**config.mk**
```make
export PLATFORM = sky130hd
export DESIGN_NAME = comparador_blink_n
export DESIGN_NICKNAME = d
export VERILOG_FILES = /design/src/rtl/comparador_blink_n.sv
export SDC_FILE = /design/constraint.sdc
export NUM_CORES = 1
export LEC_CHECK = 0
export CAP_MARGIN = 30
export CORE_AREA = 8 8 92 94
export DETAILED_ROUTE_END_ITERATION = 6
export DIE_AREA = 0 0 100 102
export PLACE_DENSITY = 0.53
export SLEW_MARGIN = 20
export SYNTH_ARGS = -nofsm -noshare
export SYNTH_HDL_FRONTEND = slang
export SYNTH_SLANG_ARGS = --single-unit
export TNS_END_PERCENT = 1
```
**constraint.sdc**
```tcl
create_clock -name clk -period 2.5 [get_ports clk]
set_input_delay 0.75 -clock clk [delete_from_list [all_inputs] [get_ports clk]]
set_output_delay 0.75 -clock clk [all_outputs]
set_load 0.02 [all_outputs]
```
**src/rtl/comparador_blink_n.sv**
```systemverilog
// Debounced unsigned W-bit comparator with registered flags and a status LED.
// The LED is steady on equality, blinks fast when a > b and slow when a < b.
module comparador_blink_n #(
    parameter int W              = 3,
    parameter int ACTIVE_LOW     = 0,
    parameter int ACTIVE_LOW_LED = 0,
    parameter int F_CLK_HZ       = 25_000_000,
    parameter int DEB_MS         = 5,
    parameter int FAST_MS        = 125,
    parameter int SLOW_MS        = 500
) (
    input  logic         clk,
    input  logic         rst_n,
    input  logic [W-1:0] in_a,
    input  logic [W-1:0] in_b,
    output logic [5:0]   y,
    output logic         y_chg,
    output logic         led
);

    localparam int CYC  = F_CLK_HZ / 1000;
    localparam int PW   = (CYC > 1) ? $clog2(CYC) : 1;
    localparam int MAXH = (FAST_MS > SLOW_MS) ? FAST_MS : SLOW_MS;
    localparam int HW   = $clog2(MAXH + 1);

    typedef enum logic [1:0] {
        ST_STEADY,
        ST_FAST,
        ST_SLOW
    } state_t;

    logic [2*W-1:0] raw;
    logic [2*W-1:0] s1;
    logic [2*W-1:0] s2;
    logic [2*W-1:0] acc;
    logic [W-1:0]   acc_a;
    logic [W-1:0]   acc_b;
    logic [PW-1:0]  pre;
    logic           tick;
    logic [5:0]     y_nx;
    state_t         state;
    state_t         st_nx;
    logic [HW-1:0]  phase;
    logic [HW-1:0]  half;
    logic           led_raw;

    assign raw = (ACTIVE_LOW != 0) ? ~{in_a, in_b} : {in_a, in_b};

    always_ff @(posedge clk or negedge rst_n) begin
        if (!rst_n) begin
            s1 <= '0;
            s2 <= '0;
        end else begin
            s1 <= raw;
            s2 <= s1;
        end
    end

    assign tick = (pre == PW'(CYC - 1));

    always_ff @(posedge clk or negedge rst_n) begin
        if (!rst_n) begin
            pre <= '0;
        end else if (tick) begin
            pre <= '0;
        end else begin
            pre <= pre + PW'(1);
        end
    end

    generate
        if (DEB_MS == 0) begin : g_nodeb
            always_ff @(posedge clk or negedge rst_n) begin
                if (!rst_n) begin
                    acc <= '0;
                end else begin
                    acc <= s2;
                end
            end
        end else begin : g_deb
            localparam int DW = $clog2(DEB_MS + 1);

            logic [2*W-1:0] cand;
            logic [DW-1:0]  stab;

            // stab saturates at DEB_MS so a held vector is accepted once
            always_ff @(posedge clk or negedge rst_n) begin
                if (!rst_n) begin
                    cand <= '0;
                    stab <= '0;
                    acc  <= '0;
                end else if (s2 != cand) begin
                    cand <= s2;
                    stab <= '0;
                end else if (tick && (stab != DW'(DEB_MS))) begin
                    stab <= stab + DW'(1);
                    if (stab == DW'(DEB_MS - 1)) begin
                        acc <= cand;
                    end
                end
            end
        end
    endgenerate

    assign acc_a = acc[2*W-1:W];
    assign acc_b = acc[W-1:0];

    always_comb begin
        y_nx = {
            acc_a <= acc_b,
            acc_a >= acc_b,
            acc_a <  acc_b,
            acc_a >  acc_b,
            acc_a != acc_b,
            acc_a == acc_b
        };
    end

    always_ff @(posedge clk or negedge rst_n) begin
        if (!rst_n) begin
            y     <= 6'b110001;
            y_chg <= 1'b0;
        end else begin
            y     <= y_nx;
            y_chg <= (y_nx != y);
        end
    end

    always_comb begin
        st_nx = ST_STEADY;
        unique case (1'b1)
            y[0]:    st_nx = ST_STEADY;
            y[2]:    st_nx = ST_FAST;
            y[3]:    st_nx = ST_SLOW;
            default: st_nx = ST_STEADY;
        endcase
    end

    assign half = (state == ST_FAST) ? HW'(FAST_MS) : HW'(SLOW_MS);

    // a new state always opens with a fresh on phase
    always_ff @(posedge clk or negedge rst_n) begin
        if (!rst_n) begin
            state   <= ST_STEADY;
            phase   <= '0;
            led_raw <= 1'b0;
        end else if (st_nx != state) begin
            state   <= st_nx;
            phase   <= '0;
            led_raw <= 1'b1;
        end else if (state == ST_STEADY) begin
            phase   <= '0;
            led_raw <= 1'b1;
        end else if (tick) begin
            if (phase == half - HW'(1)) begin
                phase   <= '0;
                led_raw <= ~led_raw;
            end else begin
                phase <= phase + HW'(1);
            end
        end
    end

    assign led = led_raw ^ (ACTIVE_LOW_LED != 0);

endmodule
```
==> results of run 1 <==
## cells in the final DEF, fill, tap and decap left out, types with 2 or more instances in the layout
master and n:
nor3_2 2, buf_4 7, nor2b_1 2, bufinv_16 2, or4b_4 2, and4_1 2, nand4b_1 2, and3_1 4
dfrtp_1 58, clkinv_4 2, nand3_1 20, clkdlybuf4s50_1 14, nor4_1 2, nor3_1 3, a311oi_1 3, nand3b_1 2
xor2_1 11, and2_1 4, o21ai_0 7, mux2_2 6, nor3b_1 3, nand2b_1 2, xnor2_1 8, a21oi_1 11
dfstp_2 3, nand2_1 20, nor2_1 12, nor4bb_1 2, clkbuf_8 9, a31oi_1 5, ha_1 8, inv_1 10
## where the power goes
group          leakage (nW)  switching (mW)  internal [mW]
Combinational         0.480          0.0229         0.0169
Clock                 0.110           0.399          0.566
Sequential            0.781         0.00787           1.00
Total                  1.37           0.430           1.58
## per-layer routing
layer / routed length (um) / vias to the layer above / track usage
li1: - / 882 / -
met1: 2330 / 849 / 0.128
met2: 2230 / 23 / 0.159
met3: 116 / 8 / 0.0272
met4: 104 / 0 / 0.0628
met5: 0 / - / 0
## worst min-delay path by stage
stage,start,cells past startpoint,slack (ns),end
floorplan,s1[0]$_DFF_PN0_,0,0.33,s2[0]$_DFF_PN0_
global placement,s1[5]$_DFF_PN0_,0,0.33,s2[5]$_DFF_PN0_
detailed placement,s1[1]$_DFF_PN0_,0,0.33,s2[1]$_DFF_PN0_
CTS,s1[2]$_DFF_PN0_,0,0.35,s2[2]$_DFF_PN0_
global route,s1[5]$_DFF_PN0_,0,0.36,s2[5]$_DFF_PN0_
finish,s1[2]$_DFF_PN0_,0,0.35,s2[2]$_DFF_PN0_
## logic make-up after synthesis
family,Yosys count
compound gates,29
fa+ha+maj,8
buf+inv,22
simple gates,96
flops,61
mux,6
xor+xnor,19
## synthesized netlist by cell type (2+ instances only)
cell type   n  area share
a21oi_1    11       0.020
a311oi_1    3      0.0097
a31oi_1     5       0.012
and2_1      4      0.0092
and3_1      4      0.0092
and4_1      2      0.0065
clkbuf_1   11       0.015
dfrtp_1    58        0.54
dfstp_2     3       0.029
ha_1        8       0.037
inv_1      10       0.014
mux2_2      6       0.025
nand2_1    20       0.028
nand2b_1    2      0.0046
nand3_1    20       0.037
nand3b_1    2      0.0055
nand4b_1    2      0.0065
nor2_1     12       0.017
nor2b_1     2      0.0046
nor3_1      3      0.0055
nor3_2      2      0.0074
nor3b_1     3      0.0083
nor4_1      2      0.0046
nor4bb_1    2      0.0074
o21ai_0     7       0.013
or4b_4      2       0.010
xnor2_1     8       0.026
xor2_1     11       0.036
## worst reg2reg max path: stages (launching register included)
cell and delay [ns]:
dfrtp_1 0.41, or4b_4 0.59, or4_4 0.59, o21ai_0 0.16, or3b_1 0.35
## registers in the layout (all words and copies together), names as in the netlist
signal and count:
g_deb.cand 6, s2 6, y_chg 1, phase 9, pre 15, led 1, g_deb.stab 3, s1 6
state 2, acc 6, y 6
## cell type report
type	count	area (sq um)
Sequential cell	61	1530
Tap cell	99	124
Clock inverter	7	98.8
Fill cell	701	3840
Inverter	10	37.5
Clock buffer	9	124
Multi-Input combinational cell	158	1080
Timing Repair Buffer	23	218
## stage by stage
stage	power, mW	util
after global placement	1.07	0.424
after floorplan	1.04	-
final	2.01	0.456
after global routing	2.10	0.456
after detailed placement	1.07	0.424
after CTS	2.05	0.456
==> flow_summary.yaml, run 1 <==
grt:
  grt_pass1_wl_um: 8160
  grt_pass1_vias: 1762
  track_usage: 0.103
  grt_start_max_net_pins: 41
  grt_overflow: 0
  antenna_found_initial: 0
yosys:
  muxShareOfSynthArea: 0.0250
  yosys.area_share.xor_xnor: 0.0615
  syn_inst: 241
  synth.distinct_cells: 44
  yosys.area_share.adder: 0.0370
  synth_edf_count: 0
  synth_nets: 257
  synth_seq_cells: 61
  syn_avg_cell_area_sq_um: 11.2
  synth_area_sq_um: 2710
  synth_top_family_by_area: "simple AND/OR/NAND/NOR gates"
  ys.flop_type: "dfrtp_1"
  yosys.area_share.simple: 0.214
  yosysWarningCount: 0
  synthArstFlopShare: 1.00
  synth_compound_gate_area_share: 0.0638
  ys_seq_area_frac: 0.566
flow_run:
  max_cap_viol_count: 0
setup_path:
  cp.required_ns: 1.75
  worstPathMaxFanout: 5
  critPathSlowestCell: "clkdlybuf4s50_1"
  crit_cells: 1
  r2r_setup_slack_ns: 0.30
  r2r-start: "pre[10]$_DFF_PN0_"
  cp_data_arrival_time_ns: 1.51
  rr_worst_depth: 4
  crit_start: "y[0]$_DFF_PN1_"
  endpoint: "y[0]"
  crit_buf_inv: 1
  start_kind: "register"
  cp-end-kind: "output port"
  crit_type: "reg -> out"
  rr_endpoint: "led$_DFFE_PN0P_"
  critical_path.cell_chain: "clkdlybuf4s50_1"
  path_delay_family: "buffers and inverters"
  slowest_delay_ns: 0.61
clocking:
  cts.repair_timing.setup_buffer_count: 0
  cts_resized: 0
  path_clk_slew_ns: 0.07
  cts_buffers: 9
  cts.sinks: 61
  tritoncts: "done"
  cts_max_path_buffers: 2
  ctsRootBufferMaster: "clkbuf_8"
  clk_latency_ns: 0.33
  cts_max_level: 3
  hold_buffers: 0
timing:
  holdWs_ns: 0.351
  fin_crit_ns: 2.26
  report.final.slew_viol_count: 0
  tightestPinTransition_ns: 0.550
  finalSetupViolCount: 0
  setup_tns_ns: 0
  finalWorstSetupSlack_ns: 0.245
  skew_ns: 0.00703
  rsz0062_at_grt: "false"
  maxSlewHeadroom: 0.633
  max_clock_freq_ghz: 0.443
  layout_worst_path_cycle_share: 0.902
  hold_viol_final: 0
die:
  start_util: 0.383
  die_width_um: 100
  die_h_um: 102
  rows: 31
  ios: 16
  core_sq_um: 7060
  dieArea_sq_um: 10200
detailed_routing:
  vias: 1762
  drt-initial-drc-count: 49
  drt-total-wl_um: 4780
  drtPass1Iterations: 4
  wl_per_cell_um: 13.0
  drc_errors: 0
  antenna_left: 0
  viasPerCell: 4.80
worst_hold_path:
  hold_path_class: "reg -> reg"
run_status:
  status: "finished, final reports clean"
placement:
  io_buffers: 15
  pre_cts_ws_ns: 0.288
  placed_cells: 351
  placed_area_sq_um: 2990
  dp_hpwl_um: 3290
  globalplace.congestion: 0.796
final_layout:
  syn2layout_area_growth_pct: 18.9
  drive_gt1_frac: 0.164
  finalNetCount: 279
  final_cell_count_no_fill: 367
  n_antenna_cell: 0
  stdcell_area_sq_um: 3220
pwr:
  ir_worst_vdd_v: 0.000236
  p_leak_nw: 1.37
  power_density_nw_per_um2: 626
No activity file was read; power rests on OpenSTA's default activity.
==> inputs of run 2 (changes only) <==
--- a/config.mk
+++ b/config.mk
@@ -6,10 +6,12 @@
 export NUM_CORES = 1
 export LEC_CHECK = 0
 export CAP_MARGIN = 30
+export CELL_PAD_IN_SITES_DETAIL_PLACEMENT = 1
+export CELL_PAD_IN_SITES_GLOBAL_PLACEMENT = 1
 export CORE_AREA = 8 8 92 94
 export DETAILED_ROUTE_END_ITERATION = 6
 export DIE_AREA = 0 0 100 102
-export PLACE_DENSITY = 0.53
+export PLACE_DENSITY = 0.64
 export SLEW_MARGIN = 20
 export SYNTH_ARGS = -nofsm -noshare
 export SYNTH_HDL_FRONTEND = slang
==> flow_summary.yaml, run 2 (synthesis results as in run 1) <==
clocking:
  cts_buffers: 9
  cts.sinks: 61
  tritoncts: "done"
  cts.repair_timing.setup_buffer_count: 0
  cts_max_path_buffers: 2
  path_clk_slew_ns: 0.08
  ctsRootBufferMaster: "clkbuf_8"
  clk_latency_ns: 0.34
  cts_max_level: 3
  cts_resized: 0
  hold_buffers: 0
die:
  die_h_um: 102
  ios: 16
  core_sq_um: 7060
  start_util: 0.383
  die_width_um: 100
  rows: 31
  dieArea_sq_um: 10200
final_layout:
  n_antenna_cell: 0
  largest_register: "pre"
  mostFrequentLayoutCells: "dfrtp_1 (58), nand3_1 (20), nand2_1 (20)"
  reg_top3: "pre (15), phase (9)"
  drive_gt1_frac: 0.158
  syn2layout_area_growth_pct: 16.6
  final_common_cell: "dfrtp_1"
  largest_register_ffs: 15
  finalNetCount: 277
timing:
  maxSlewHeadroom: 0.692
  rsz0062_at_grt: "false"
  report.final.slew_viol_count: 0
  holdWs_ns: 0.351
  skew_ns: 0.0128
  finalSetupViolCount: 0
  fin_crit_ns: 2.28
  hold_viol_final: 0
  setup_tns_ns: 0
  layout_worst_path_cycle_share: 0.910
  tightestPinTransition_ns: 0.461
  max_clock_freq_ghz: 0.440
pwr:
  power_density_nw_per_um2: 574
  ir_worst_vdd_v: 0.000372
  p_leak_nw: 1.34
setup_path:
  rr_worst_depth: 4
  crit_type: "reg -> out"
  cp.required_ns: 1.75
  slowest_delay_ns: 0.62
  cp_data_arrival_time_ns: 1.53
  critPathSlowestCell: "clkdlybuf4s50_1"
  cp-end-kind: "output port"
  crit_cells: 1
  critical_path.cell_chain: "clkdlybuf4s50_1"
  crit_buf_inv: 1
  start_kind: "register"
  path_delay_family: "buffers and inverters"
  worstPathMaxFanout: 5
detailed_routing:
  viasPerCell: 4.94
  drt-total-wl_um: 5150
  vias: 1804
  antenna_left: 0
  drtPass1Iterations: 4
  drt-initial-drc-count: 23
  drc_errors: 0
  wl_per_cell_um: 14.1
placement:
  dp_hpwl_um: 3680
  globalplace.congestion: 0.780
  io_buffers: 15
grt:
  grt_overflow: 0
  grt_pass1_vias: 1892
  track_usage: 0.113
  antenna_found_initial: 0
  grt_pass1_wl_um: 8960
  grt_start_max_net_pins: 44
worst_hold_path:
  hold_path_class: "in -> async"
flow_run:
  max_cap_viol_count: 0
run_status:
  status: "finished, final reports clean"
==> run 2: cell count changes in the layout (fill, tap and decap cells not counted) <==
cell,change
clkinvlp_4,-1
buf_4,-2
bufinv_16,-2
clkinv_2,+2
clkinv_4,+1
==> run 2: worst register-to-register path: cells and delay by family (launching register included) <==
kind               cells  cell delay [ns]
AOI/OAI and AO/OA      1             0.17
DFF                    1             0.42
and+or+nand+nor        3             1.53
==> run 2: path summary, 6_finish.rpt <==
kind	startpoint	to	slack (ns)
setup / recovery	y[0]$_DFF_PN1_	y[0]	0.22
hold / removal	rst_n	phase[8]$_DFFE_PN0P_	0.35
setup reg to reg	pre[11]$_DFF_PN0_	led$_DFFE_PN0P_	0.26
hold reg to reg	s1[4]$_DFF_PN0_	s2[4]$_DFF_PN0_	0.35
max in group asynchronous	rst_n	g_deb.cand[1]$_DFFE_PN0N_	1.56
min in group clk	s1[4]$_DFF_PN0_	s2[4]$_DFF_PN0_	0.35
==> run 2: routing by layer <==
layer	up-vias	track usage	wire, um
met3	9	0.0279	125
met1	895	0.136	2530
met5	-	0	0
li1	883	-	-
met4	0	0.0663	95
met2	17	0.181	2400
==> run 2: cell type report <==
| type | count | area [sq um] |
|---|---|---|
| Clock inverter | 7 | 50.0 |
| Tap cell | 99 | 124 |
| Inverter | 10 | 37.5 |
| Multi-Input combinational cell | 158 | 1080 |
| Clock buffer | 9 | 124 |
| Sequential cell | 61 | 1530 |
| Timing Repair Buffer | 21 | 203 |
| Fill cell | 781 | 3910 |
==> run 2: where the power goes <==
| group | leakage [nW] | total (mW) | internal, mW | switching [mW] |
|---|---|---|---|---|
| sequential | 0.781 | 1.01 | 1.00 | 0.00788 |
| combinational | 0.471 | 0.0399 | 0.0169 | 0.0230 |
| clock | 0.0933 | 0.761 | 0.362 | 0.399 |
==> run 2: metrics by stage <==
stage          utilization  power (mW)  cell area, sq um  cells  worst slack (ns)
6_report             0.447        1.81              3150    365             0.225
5_1_grt              0.447        1.90              3150    365             0.175
4_1_cts              0.447        1.85              3150    365             0.182
3_5_place_dp         0.422        1.07              2980    349             0.248
3_3_place_gp         0.422        1.07              2980    349             0.295
2_1_floorplan            -        1.04              2710    241             0.358
